### config.mk
export PLATFORM = sky130hd
export DESIGN_NAME = seg_hex_scan
export DESIGN_NICKNAME = d
export VERILOG_FILES = /design/src/rtl/seg_pkg.sv /design/src/rtl/seg_glyph.sv /design/src/rtl/seg_hex_scan.sv
export SDC_FILE = /design/constraint.sdc
export NUM_CORES = 1
export LEC_CHECK = 0
export CORE_ASPECT_RATIO = 1.25
export CORE_MARGIN = 2
export CORE_UTILIZATION = 51
export DETAILED_ROUTE_END_ITERATION = 16
export PLACE_DENSITY = 0.76
export SLEW_MARGIN = 5
export SYNTH_ARGS = -nofsm -noshare
export SYNTH_HDL_FRONTEND = slang
export SYNTH_SLANG_ARGS = --single-unit
export TNS_END_PERCENT = 30
### constraint.sdc
create_clock -name iCLK -period 2.2 [get_ports iCLK]
set_input_delay 0.33 -clock iCLK [delete_from_list [all_inputs] [get_ports iCLK]]
set_output_delay 0.33 -clock iCLK [all_outputs]
set_load 0.05 [all_outputs]
### src/rtl/seg_pkg.sv
// seg_pkg: high-active glyph table, blank code and nibble decoder for the hex scanner
package seg_pkg;
   typedef logic [6:0] segT;
   localparam segT BLANK   = 7'h00;
   localparam segT GLYPH_0 = 7'h3F;
   localparam segT GLYPH_1 = 7'h06;
   localparam segT GLYPH_2 = 7'h5B;
   localparam segT GLYPH_3 = 7'h4F;
   localparam segT GLYPH_4 = 7'h66;
   localparam segT GLYPH_5 = 7'h6D;
   localparam segT GLYPH_6 = 7'h7D;
   localparam segT GLYPH_7 = 7'h27;
   localparam segT GLYPH_8 = 7'h7F;
   localparam segT GLYPH_9 = 7'h6F;
   localparam segT GLYPH_A = 7'h77;
   localparam segT GLYPH_B = 7'h7C;
   localparam segT GLYPH_C = 7'h39;
   localparam segT GLYPH_D = 7'h5E;
   localparam segT GLYPH_E = 7'h79;
   localparam segT GLYPH_F = 7'h71;
   function automatic segT hex_to_seg(input logic [3:0] nibble);
      case (nibble)
         4'h0: return GLYPH_0;
         4'h1: return GLYPH_1;
         4'h2: return GLYPH_2;
         4'h3: return GLYPH_3;
         4'h4: return GLYPH_4;
         4'h5: return GLYPH_5;
         4'h6: return GLYPH_6;
         4'h7: return GLYPH_7;
         4'h8: return GLYPH_8;
         4'h9: return GLYPH_9;
         4'hA: return GLYPH_A;
         4'hB: return GLYPH_B;
         4'hC: return GLYPH_C;
         4'hD: return GLYPH_D;
         4'hE: return GLYPH_E;
         default: return GLYPH_F;
      endcase
   endfunction
endpackage

### src/rtl/seg_glyph.sv
// seg_glyph: shared combinational nibble/blank to high-active 7-segment decoder
module seg_glyph import seg_pkg::*; (
   input  logic [3:0] nibble,
   input  logic       blank,
   output segT        seg
);
   assign seg = blank ? BLANK : hex_to_seg(nibble);
endmodule

### src/rtl/seg_hex_scan.sv
// seg_hex_scan: time-multiplexed hex display driver with tear-free frame-boundary loads
module seg_hex_scan import seg_pkg::*; #(
   parameter int DIGITS     = 4,
   parameter int CLK_DIV    = 50000,
   parameter int BLINK_DIV  = 64,
   parameter int ACTIVE_LOW = 1
) (
   input  logic                iCLK,
   input  logic                iRST,
   input  logic                iEN,
   input  logic [4*DIGITS-1:0] iDATA,
   input  logic                iLOAD,
   input  logic [DIGITS-1:0]   iDP,
   input  logic [DIGITS-1:0]   iBLINK_MASK,
   input  logic                iBLANK_LZ,
   output logic [6:0]          oSEG,
   output logic                oDP,
   output logic [DIGITS-1:0]   oDIG_SEL,
   output logic                oFRAME
);
   localparam int CW = $clog2(CLK_DIV);
   localparam int IW = $clog2(DIGITS);
   localparam int FW = BLINK_DIV > 1 ? $clog2(BLINK_DIV) : 1;
   localparam logic POL = ACTIVE_LOW != 0;

   logic [CW-1:0]       preCnt;
   logic [IW-1:0]       digIdx;
   logic [FW-1:0]       frameCnt;
   logic                phase, pending, frameEndQ;
   logic [4*DIGITS-1:0] shadowData, dispData;
   logic [DIGITS-1:0]   shadowDp, shadowMask, dispDp, dispMask, lzMask, digOneHot;
   logic                tick, frameEnd, blinkWrap, blinkOff, lzOff, allZero;
   logic [3:0]          nibble;
   segT                 glyph;

   assign tick      = iEN && preCnt == CW'(CLK_DIV - 1);
   assign frameEnd  = tick && digIdx == IW'(DIGITS - 1);
   assign blinkWrap = frameCnt == FW'(BLINK_DIV - 1);
   assign nibble    = dispData[{digIdx, 2'b00} +: 4];
   assign blinkOff  = phase && dispMask[digIdx];
   assign lzOff     = iBLANK_LZ && lzMask[digIdx];
   assign digOneHot = DIGITS'(1) << digIdx;

   // Digit k is a leading zero when it and every more significant nibble are 0; digit 0 always shows
   always_comb begin
      lzMask  = '0;
      allZero = 1'b1;
      for (int k = DIGITS - 1; k > 0; k--) begin
         allZero   = allZero && dispData[4*k +: 4] == 4'd0;
         lzMask[k] = allZero;
      end
   end

   seg_glyph glyphDec (
      .nibble(nibble),
      .blank (blinkOff || lzOff),
      .seg   (glyph)
   );

   // Scan timing, blink phase, and shadow/display handoff at frame boundaries
   always_ff @(posedge iCLK) begin
      if (iRST) begin
         preCnt     <= '0;
         digIdx     <= '0;
         frameCnt   <= '0;
         phase      <= 1'b0;
         pending    <= 1'b0;
         frameEndQ  <= 1'b0;
         oFRAME     <= 1'b0;
         shadowData <= '0;
         shadowDp   <= '0;
         shadowMask <= '0;
         dispData   <= '0;
         dispDp     <= '0;
         dispMask   <= '0;
      end else begin
         if (iEN) preCnt <= tick ? '0 : preCnt + CW'(1);
         if (tick) digIdx <= frameEnd ? '0 : digIdx + IW'(1);
         if (frameEnd) frameCnt <= blinkWrap ? '0 : frameCnt + FW'(1);
         if (frameEnd && blinkWrap) phase <= ~phase;
         if (iLOAD) begin
            shadowData <= iDATA;
            shadowDp   <= iDP;
            shadowMask <= iBLINK_MASK;
         end
         if (frameEnd && iLOAD) begin
            dispData <= iDATA;
            dispDp   <= iDP;
            dispMask <= iBLINK_MASK;
         end else if (frameEnd && pending) begin
            dispData <= shadowData;
            dispDp   <= shadowDp;
            dispMask <= shadowMask;
         end
         pending   <= frameEnd ? 1'b0 : (pending || iLOAD);
         frameEndQ <= frameEnd;
         oFRAME    <= frameEndQ;
      end
   end

   // Output pins: inactive in reset or while disabled, otherwise the selected digit
   always_ff @(posedge iCLK) begin
      if (iRST || !iEN) begin
         oSEG     <= {7{POL}};
         oDP      <= POL;
         oDIG_SEL <= {DIGITS{POL}};
      end else begin
         oSEG     <= glyph ^ {7{POL}};
         oDP      <= (dispDp[digIdx] && !blinkOff) ^ POL;
         oDIG_SEL <= digOneHot ^ {DIGITS{POL}};
      end
   end
endmodule

==> results.yml, run 1 <==
power:
  p_per_area_nw_per_um2: 673
  pwr-share-comb_pct: 6.9
  swShare_pct: 22.6
  p_switching_mw: 0.730
  power_frac_seq_pct: 50.7
  p_clk_share_pct: 42.4
  p_int_mw: 2.50
  p_leak_nw: 1.93
  max-vdd-ir-drop_mv: 0.518
  p_total_mw: 3.24
timing:
  post-route-period-util_pct: 95.0
  skew_ps: 12.7
  finalSetupViolCount: 0
  report.final.slew_viol_count: 0
  relSlewSlack_pct: 62.0
  hold_viol_final: 0
  max_freq_ghz: 0.479
  worstMarginPinSlew_ps: 568
  min_period_ps: 2090
  rsz0062_at_grt: "false"
  fin_setup_tns_ps: 0
detailed_routing:
  viasPerCell: 5.69
  drtAntennaViolNets: 0
  drc: 0
  drtPass1Iterations: 4
  wl_per_cell_um: 15.2
  routed_wl_mm: 8.13
  drt-initial-drc-count: 100
  via_count: 3051
logic_synthesis:
  ys_types: 44
  syn_nets: 430
  syn_area_sq_um: 4000
  syn-mean-instance-area_sq_um: 10.3
  netlist_instances: 389
  yosysSeqAreaShare_pct: 44.1
  synthFlopType: "dfxtp_1"
  yosys_register_bits: 88
  synth_edf_count: 0
  yosysWarnings: 0
  async_reset_ff_share_pct: 0
floorplanning:
  start_util_pct: 51.9
  rows: 36
  core-area_sq_um: 7700
  die_w_um: 83.2
  io_pins: 42
  die_area_sq_um: 8570
  die_y_um: 103
clock_network:
  clk_pin_slew_ps: 90
  cts.hold.buffers_added: 0
  cts_tree: "done"
  clockBufferDepth: 2
  cts_num_sinks: 88
  cts_made_buffers: 9
  htreeDepth: 3
  cts_setup_buffers: 0
  cts-root-buf: "clkbuf_8"
  post_cts_resized: 0
  clk_latency_ps: 370
worst_setup_path:
  regToRegEndpoint: "oSEG[3]$_SDFF_PP1_"
  crit_path_end_kind: "flip-flop"
  reg2reg_depth: 6
  worstSetupStartpointType: "flip-flop"
  r2r-start: "digIdx[0]$_SDFFE_PP0N_"
  required_ps: 2440
  path_max_fanout: 6
  worst_ep_arrival_time_ps: 2330
  r2r_slack_ps: 110
  path_class: "reg -> reg"
hold_path:
  min-delay-start: "iLOAD"
  hp-class: "in -> reg"
  hold_end: "pending$_SDFF_PP0_"
  hold_path_depth: 3
global_routing:
  grt_pass1_vias: 2848
  overflow: 0
  grt_pass1_wl_mm: 13.1
  grt_usage_pct: 19.4
  antenna_found_initial: 0
  grt_max_degree: 31
layout:
  final_common_cell: "dfxtp_1"
  nNetsFinal: 477
  layout-drive-gt1-share_pct: 14.7
  final_cell_mix: "88 x dfxtp_1, 39 x nor2_1, 39 x clkdlybuf4s50_1"
  syn2layout_area_growth_pct: 20.2
  diodes: 0
placed_design:
  post-dp-hpwl_mm: 5.80
  routabilityCongestion: 0.822
  numPortBuffers: 41
flow_run:
  maxCapViolCount: 0
outcome:
  status: "finished, final reports clean"
-- cell families after synthesis --
family	after synthesis	share of synthesized area [%]
adders and majority gates	12	3.76
and+or+nand+nor	136	19.0
muxes	49	15.8
xor gates and xnor gates	15	3.29
AOI/OAI and AO/OA	58	10.5
buffers and inverters	31	3.54
DFF	88	44.1
-- routing by layer --
metal | part of all wire (%) | routed length [um] | vias up | GRT usage [%]
met1 | 42 | 3420 | 1455 | 22.5
met3 | 4.5 | 367 | 20 | 4.40
met2 | 51 | 4150 | 76 | 34.6
met4 | 2.3 | 183 | 0 | 8.95
li1 | - | - | 1500 | -
met5 | 0 | 0 | - | 0
-- stage by stage --
step	cells	hold WS, ps	util (%)	instance area [sq um]	setup slack (ps)
after global routing	536	442	62.4	4800	20.6
after floorplan	389	414	-	4000	112
after detailed placement	520	445	59.0	4540	5.34
final	536	407	62.4	4800	111
after global placement	520	437	59.0	4540	52.8
after CTS	536	375	62.2	4790	106
-- state kept, by name, summed over array words and instances (netlist names) --
signal,flops
phase,1
digIdx,2
dispDp,4
oFRAME,1
shadowDp,4
preCnt,16
dispData,16
oDIG_SEL,4
oSEG,7
frameCnt,6
oDP,1
shadowData,16
frameEndQ,1
shadowMask,4
pending,1
dispMask,4
-- power groups by stage --
stage	clock network [mW]	registers, mW	logic (mW)
3_3_place_gp	0	1.68	0.219
2_1_floorplan	0	1.70	0.101
6_report	1.37	1.64	0.222
4_1_cts	1.40	1.64	0.224
3_5_place_dp	0	1.68	0.223
5_1_grt	1.46	1.65	0.243
-- critical path, stage by stage, from the launching register on --
cell and delay [ps]:
dfxtp_1 410, mux4_2 600, inv_1 160, ha_1 150, inv_1 40, mux4_2 440
nand3b_1 160
-- final cells by class --
cell class | instances | area (sq um)
fill | 630 | 2900
multi-input combinational | 270 | 2110
sequential | 88 | 1760
timing repair buffer | 59 | 536
clock inverter | 7 | 125
clock buffer | 9 | 124
tap | 95 | 119
inverter | 8 | 30.0
-- worst max-delay path by stage --
stage                                start                        end  slack, ps
detailed placement                     iEN  dispData[10]$_SDFFE_PP0P_          5
CTS                 digIdx[0]$_SDFFE_PP0N_         oSEG[3]$_SDFF_PP1_        110
global route        digIdx[0]$_SDFFE_PP0N_         oSEG[3]$_SDFF_PP1_         20
floorplan           digIdx[0]$_SDFFE_PP0N_         oSEG[3]$_SDFF_PP1_        110
finish              digIdx[0]$_SDFFE_PP0N_         oSEG[3]$_SDFF_PP1_        110
global placement                       iEN   dispData[8]$_SDFFE_PP0P_         50
-- synth_stat cells, types with 6 or more instances --
master | count | area share (%)
a21oi_1 | 14 | 1.8
mux2_2 | 13 | 3.7
nand2_1 | 14 | 1.3
dfxtp_1 | 88 | 44
clkbuf_1 | 12 | 1.1
inv_1 | 7 | 0.66
nor2b_1 | 25 | 3.9
nand4_1 | 9 | 1.4
mux4_2 | 10 | 5.6
xor2_1 | 13 | 2.8
nor2_1 | 39 | 3.7
buf_2 | 8 | 1.0
mux2i_1 | 26 | 6.5
nand3_1 | 12 | 1.5
or4_1 | 6 | 1.1
a22o_1 | 24 | 5.3
ha_1 | 12 | 3.8
No activity file was read; power rests on OpenSTA's default activity.
==> inputs of run 2 (changes only) <==
Settings changed: CORE_UTILIZATION 51 to 53, CTS_BUF_LIST set to sky130_fd_sc_hd__clkbuf_4, PLACE_DENSITY 0.76 to 0.78.
==> results.yml, run 2 (synthesis gave the netlist of run 1 again) <==
power:
  p_clk_share_pct: 32.9
  p_int_mw: 2.10
  power_frac_seq_pct: 59.1
  p_per_area_nw_per_um2: 593
  swShare_pct: 24.6
  p_leak_nw: 1.87
  pwr-share-comb_pct: 8.0
  max-vdd-ir-drop_mv: 0.471
  p_switching_mw: 0.684
placed_design:
  numPortBuffers: 41
  dp.cells: 517
  routabilityCongestion: 0.849
  post-dp-hpwl_mm: 5.82
timing:
  finalSetupViolCount: 0
  post-route-period-util_pct: 93.6
  fin_setup_tns_ps: 0
  hold_viol_final: 0
  relSlewSlack_pct: 61.8
  worstMarginPinSlew_ps: 571
  rsz0062_at_grt: "false"
  report.final.slew_viol_count: 0
  max_freq_ghz: 0.485
  skew_ps: 13.2
  min_period_ps: 2060
worst_setup_path:
  required_ps: 2510
  worst_ep_arrival_time_ps: 2370
  crit_path_end_kind: "flip-flop"
  path_class: "reg -> reg"
  path_max_fanout: 6
  worstSetupStartpointType: "flip-flop"
detailed_routing:
  drc: 0
  via_count: 3008
  viasPerCell: 5.64
  drtPass1Iterations: 4
  routed_wl_mm: 7.87
  wl_per_cell_um: 14.8
  drt-initial-drc-count: 145
  drtAntennaViolNets: 0
floorplanning:
  rows: 35
  core-area_sq_um: 7360
  die_area_sq_um: 8260
  die_w_um: 81.7
  io_pins: 42
  start_util_pct: 54.3
  die_y_um: 101
clock_network:
  cts-root-buf: "clkbuf_4"
  cts_made_buffers: 9
  clk_pin_slew_ps: 140
  cts_tree: "done"
  clk_latency_ps: 430
  cts_num_sinks: 88
  clockBufferDepth: 2
  htreeDepth: 3
layout:
  nNetsFinal: 477
  fin_util_pct: 63.8
  seq_area_sq_um: 1760
  final_cell_mix: "87 x dfxtp_1, 39 x nor2_1, 39 x clkdlybuf4s50_1"
  diodes: 0
  top_regs: "dispData x16, preCnt x16, shadowData x16"
  final_common_cell: "dfxtp_1"
  syn2layout_area_growth_pct: 17.3
  multi_input_area_sq_um: 2100
  fillers: 613
  layout-drive-gt1-share_pct: 15.0
  fin_cells: 533
hold_path:
  hp-class: "in -> reg"
global_routing:
  grt_max_degree: 38
  overflow: 0
  antenna_found_initial: 0
  grt_pass1_vias: 2985
  grt_usage_pct: 20.4
  grt_pass1_wl_mm: 13.1
outcome:
  status: "finished, final reports clean"
flow_run:
  maxCapViolCount: 0
[run 2: cell types whose count changed in the layout (fill, tap and decap cells not counted), moves of 2 or more]
| cell | before | now |
|---|---|---|
| bufinv_16 | 3 | 1 |
| clkbuf_8 | 9 | 0 |
| clkbuf_4 | 0 | 9 |
| clkinvlp_4 | 0 | 3 |
[run 2: worst paths after layout]
kind,start,end,slack (ps),cells after the start
setup / recovery,digIdx[0]$_SDFFE_PP0N_,oSEG[3]$_SDFF_PP1_,140,6
hold / removal,iRST,phase$_SDFFE_PP0P_,330,2
setup reg to reg,digIdx[0]$_SDFFE_PP0N_,oSEG[3]$_SDFF_PP1_,140,6
hold reg to reg,frameEndQ$_SDFF_PP0_,oFRAME$_SDFF_PP0_,460,1
[run 2: through the flow]
step	setup WS [ps]	cell area [sq um]	total power, mW	hold WS [ps]
floorplan	112	4000	1.80	414
global placement	72.4	4540	1.89	430
detailed placement	30.4	4540	1.90	442
CTS	85.8	4680	2.82	300
global route	55.7	4690	2.90	340
finish	140	4690	2.78	330
[run 2: worst max-delay path, cell delays in order (launching register included)]
cell and delay (ps):
dfxtp_2 400, mux4_2 580, inv_1 160, ha_1 160, inv_1 50, mux4_2 440, nand3b_1 160
[run 2: repair_timing]
action                                  4_1_cts  5_1_grt
buffers inserted                              0        0
hold buffers                                  0        0
endpoints found under the setup margin        0       13
resized for setup                             0        2
[run 2: final cells by class]
cell class / instances / area share [%]
Clock inverter: 7 / 1.68
Timing Repair Buffer: 59 / 11.4
Inverter: 8 / 0.640
Sequential cell: 88 / 37.6
Clock buffer: 9 / 1.44
Multi-Input combinational cell: 270 / 44.8
Tap cell: 92 / 2.45
[run 2: power groups by stage]
stage | clock network [mW] | registers, mW | logic [mW]
detailed placement | 0 | 1.68 | 0.222
finish | 0.915 | 1.64 | 0.221
CTS | 0.950 | 1.64 | 0.223
global placement | 0 | 1.68 | 0.216
floorplan | 0 | 1.70 | 0.101
global route | 1.01 | 1.65 | 0.242
[run 2: per-layer routing]
metal | GRT usage (%) | share of wire [%]
met2 | 36.1 | 51
met5 | 0 | 0
met4 | 10.0 | 3.5
met1 | 23.4 | 42
met3 | 3.32 | 3.5
==> inputs of run 3 (changes only) <==
==> constraint.sdc (replaced) <==
create_clock -name iCLK -period 2.2 [get_ports iCLK]
set_input_delay 0.33 -clock iCLK [delete_from_list [all_inputs] [get_ports iCLK]]
set_output_delay 0.33 -clock iCLK [all_outputs]
set_load 0.1 [all_outputs]
==> results.yml, run 3 (synthesis gave the netlist of run 1 again) <==
power:
  p_switching_mw: 0.697
  power_frac_seq_pct: 59.3
  p_int_mw: 2.08
  p_leak_nw: 1.86
  p_clk_share_pct: 32.0
  pwr-share-comb_pct: 8.8
  p_per_area_nw_per_um2: 597
  max-vdd-ir-drop_mv: 0.404
  swShare_pct: 25.1
  p_total_mw: 2.77
clock_network:
  clk_latency_ps: 430
  htreeDepth: 3
  clk_pin_slew_ps: 140
  cts_num_sinks: 88
  cts-root-buf: "clkbuf_4"
  cts_tree: "done"
  cts_made_buffers: 9
  clockBufferDepth: 2
detailed_routing:
  routed_wl_mm: 7.92
  wl_per_cell_um: 14.9
  viasPerCell: 5.65
  drtAntennaViolNets: 0
  via_count: 3005
  drt-initial-drc-count: 160
  drc: 0
  drtPass1Iterations: 5
worst_setup_path:
  path_class: "reg -> reg"
  required_ps: 2520
  path_cells: "mux4_2 > inv_1 > ha_1 > inv_1 > mux4_2 > nand3b_1"
  crit_path_end_kind: "flip-flop"
  critPathBufInv: 2
  slowest_stage: "mux4_2"
  slowest_delay_ps: 580
  worstSetupStartpointType: "flip-flop"
  path_max_fanout: 6
  worst_ep_arrival_time_ps: 2400
  critPathTopFamily: "multiplexers"
timing:
  worstMarginPinSlew_ps: 557
  hold_viol_final: 0
  relSlewSlack_pct: 62.8
  skew_ps: 13.0
  report.final.slew_viol_count: 0
  max_freq_ghz: 0.481
  finalSetupViolCount: 0
  post-route-period-util_pct: 94.5
  fin_hold_ws_ps: 357
  rsz0062_at_grt: "false"
  min_period_ps: 2080
  fin_setup_tns_ps: 0
placed_design:
  place_area_sq_um: 4500
  routabilityCongestion: 0.837
  post-dp-hpwl_mm: 5.84
  numPortBuffers: 41
floorplanning:
  rows: 35
  io_pins: 42
  die_w_um: 81.7
  die_y_um: 101
  core-area_sq_um: 7360
  start_util_pct: 54.3
  die_area_sq_um: 8260
outcome:
  status: "finished, final reports clean"
global_routing:
  antenna_found_initial: 0
  grt_usage_pct: 20.8
  overflow: 0
  grt_pass1_vias: 2948
  grt_pass1_wl_mm: 13.3
  grt_max_degree: 38
hold_path:
  hp-class: "in -> reg"
layout:
  diodes: 0
  design_area_sq_um: 4640
  final_common_cell: "dfxtp_1"
  nNetsFinal: 476
  fillers: 623
  final_cell_mix: "87 x dfxtp_1, 39 x nor2_1, 30 x buf_4"
  layout-drive-gt1-share_pct: 17.7
  top_regs: "dispData x16, preCnt x16, shadowData x16"
  syn2layout_area_growth_pct: 16.2
flow_run:
  maxCapViolCount: 0
## run 3: cell types whose count changed in the layout (fill, tap and decap cells not counted), sizes merged
cell,change
clkinv,+1
clkdlybuf4s50,-13
buf,+12
inv,-3
clkinvlp,+2
## run 3: per-stage QoR
stage | util (%) | worst slack (ps) | cells
5_1_grt | 63.1 | 10.1 | 532
6_report | 63.1 | 120 | 532
3_5_place_dp | 61.1 | 22.7 | 516
2_1_floorplan | - | 112 | 389
4_1_cts | 63.0 | 79.5 | 532
3_3_place_gp | 61.1 | 61.4 | 516
## run 3: worst reg2reg max path, delay by kind of cell (launching register included)
| kind | cells | cell delay [ps] |
|---|---|---|
| multiplexers | 2 | 1040 |
| flip-flops | 1 | 390 |
| buffers and inverters | 2 | 220 |
| adder cells (fa/ha/maj) | 1 | 160 |
| AND/OR/NAND/NOR | 1 | 160 |
## run 3: power by group through the flow
stage                     Sequential, mW  Combinational, mW  Clock, mW
after global placement              1.68              0.238          0
after CTS                           1.64              0.244      0.916
final                               1.64              0.243      0.887
after global routing                1.65              0.262      0.971
after detailed placement            1.68              0.243          0
after floorplan                     1.73              0.101          0
## run 3: what timing repair did
| action | CTS | global route |
|---|---|---|
| hold buffers | 0 | 0 |
| resized for setup | 0 | 2 |
| setup buffers | 0 | 0 |
| endpoints found under the setup margin | 0 | 13 |
## run 3: area by class of cell
| class | instances | area [sq um] | area share (%) |
|---|---|---|---|
| Clock buffer | 9 | 67.6 | 1.45 |
| Clock inverter | 7 | 72.6 | 1.56 |
| Inverter | 8 | 30.0 | 0.647 |
| Multi-Input combinational cell | 270 | 2100 | 45.2 |
| Sequential cell | 88 | 1760 | 38.0 |
| Tap cell | 92 | 115 | 2.48 |
| Timing Repair Buffer | 58 | 495 | 10.7 |
## run 3: path summary, 6_finish.rpt
path                                             start  slack [ps]  depth (start not counted)            endpoint
worst min-delay path                             iLOAD         360                          3  pending$_SDFF_PP0_
worst max register to register  digIdx[0]$_SDFFE_PP0N_         120                          6  oSEG[3]$_SDFF_PP1_
worst min register to register    frameEndQ$_SDFF_PP0_         460                          1   oFRAME$_SDFF_PP0_
worst max-delay path            digIdx[0]$_SDFFE_PP0N_         120                          6  oSEG[3]$_SDFF_PP1_
## run 3: per-layer routing
layer	GRT usage (%)	wire length [um]	vias up
met2	35.2	3900	74
met5	0	0	-
met3	4.12	345	14
met4	10.9	174	0
met1	24.6	3500	1411
li1	-	-	1506
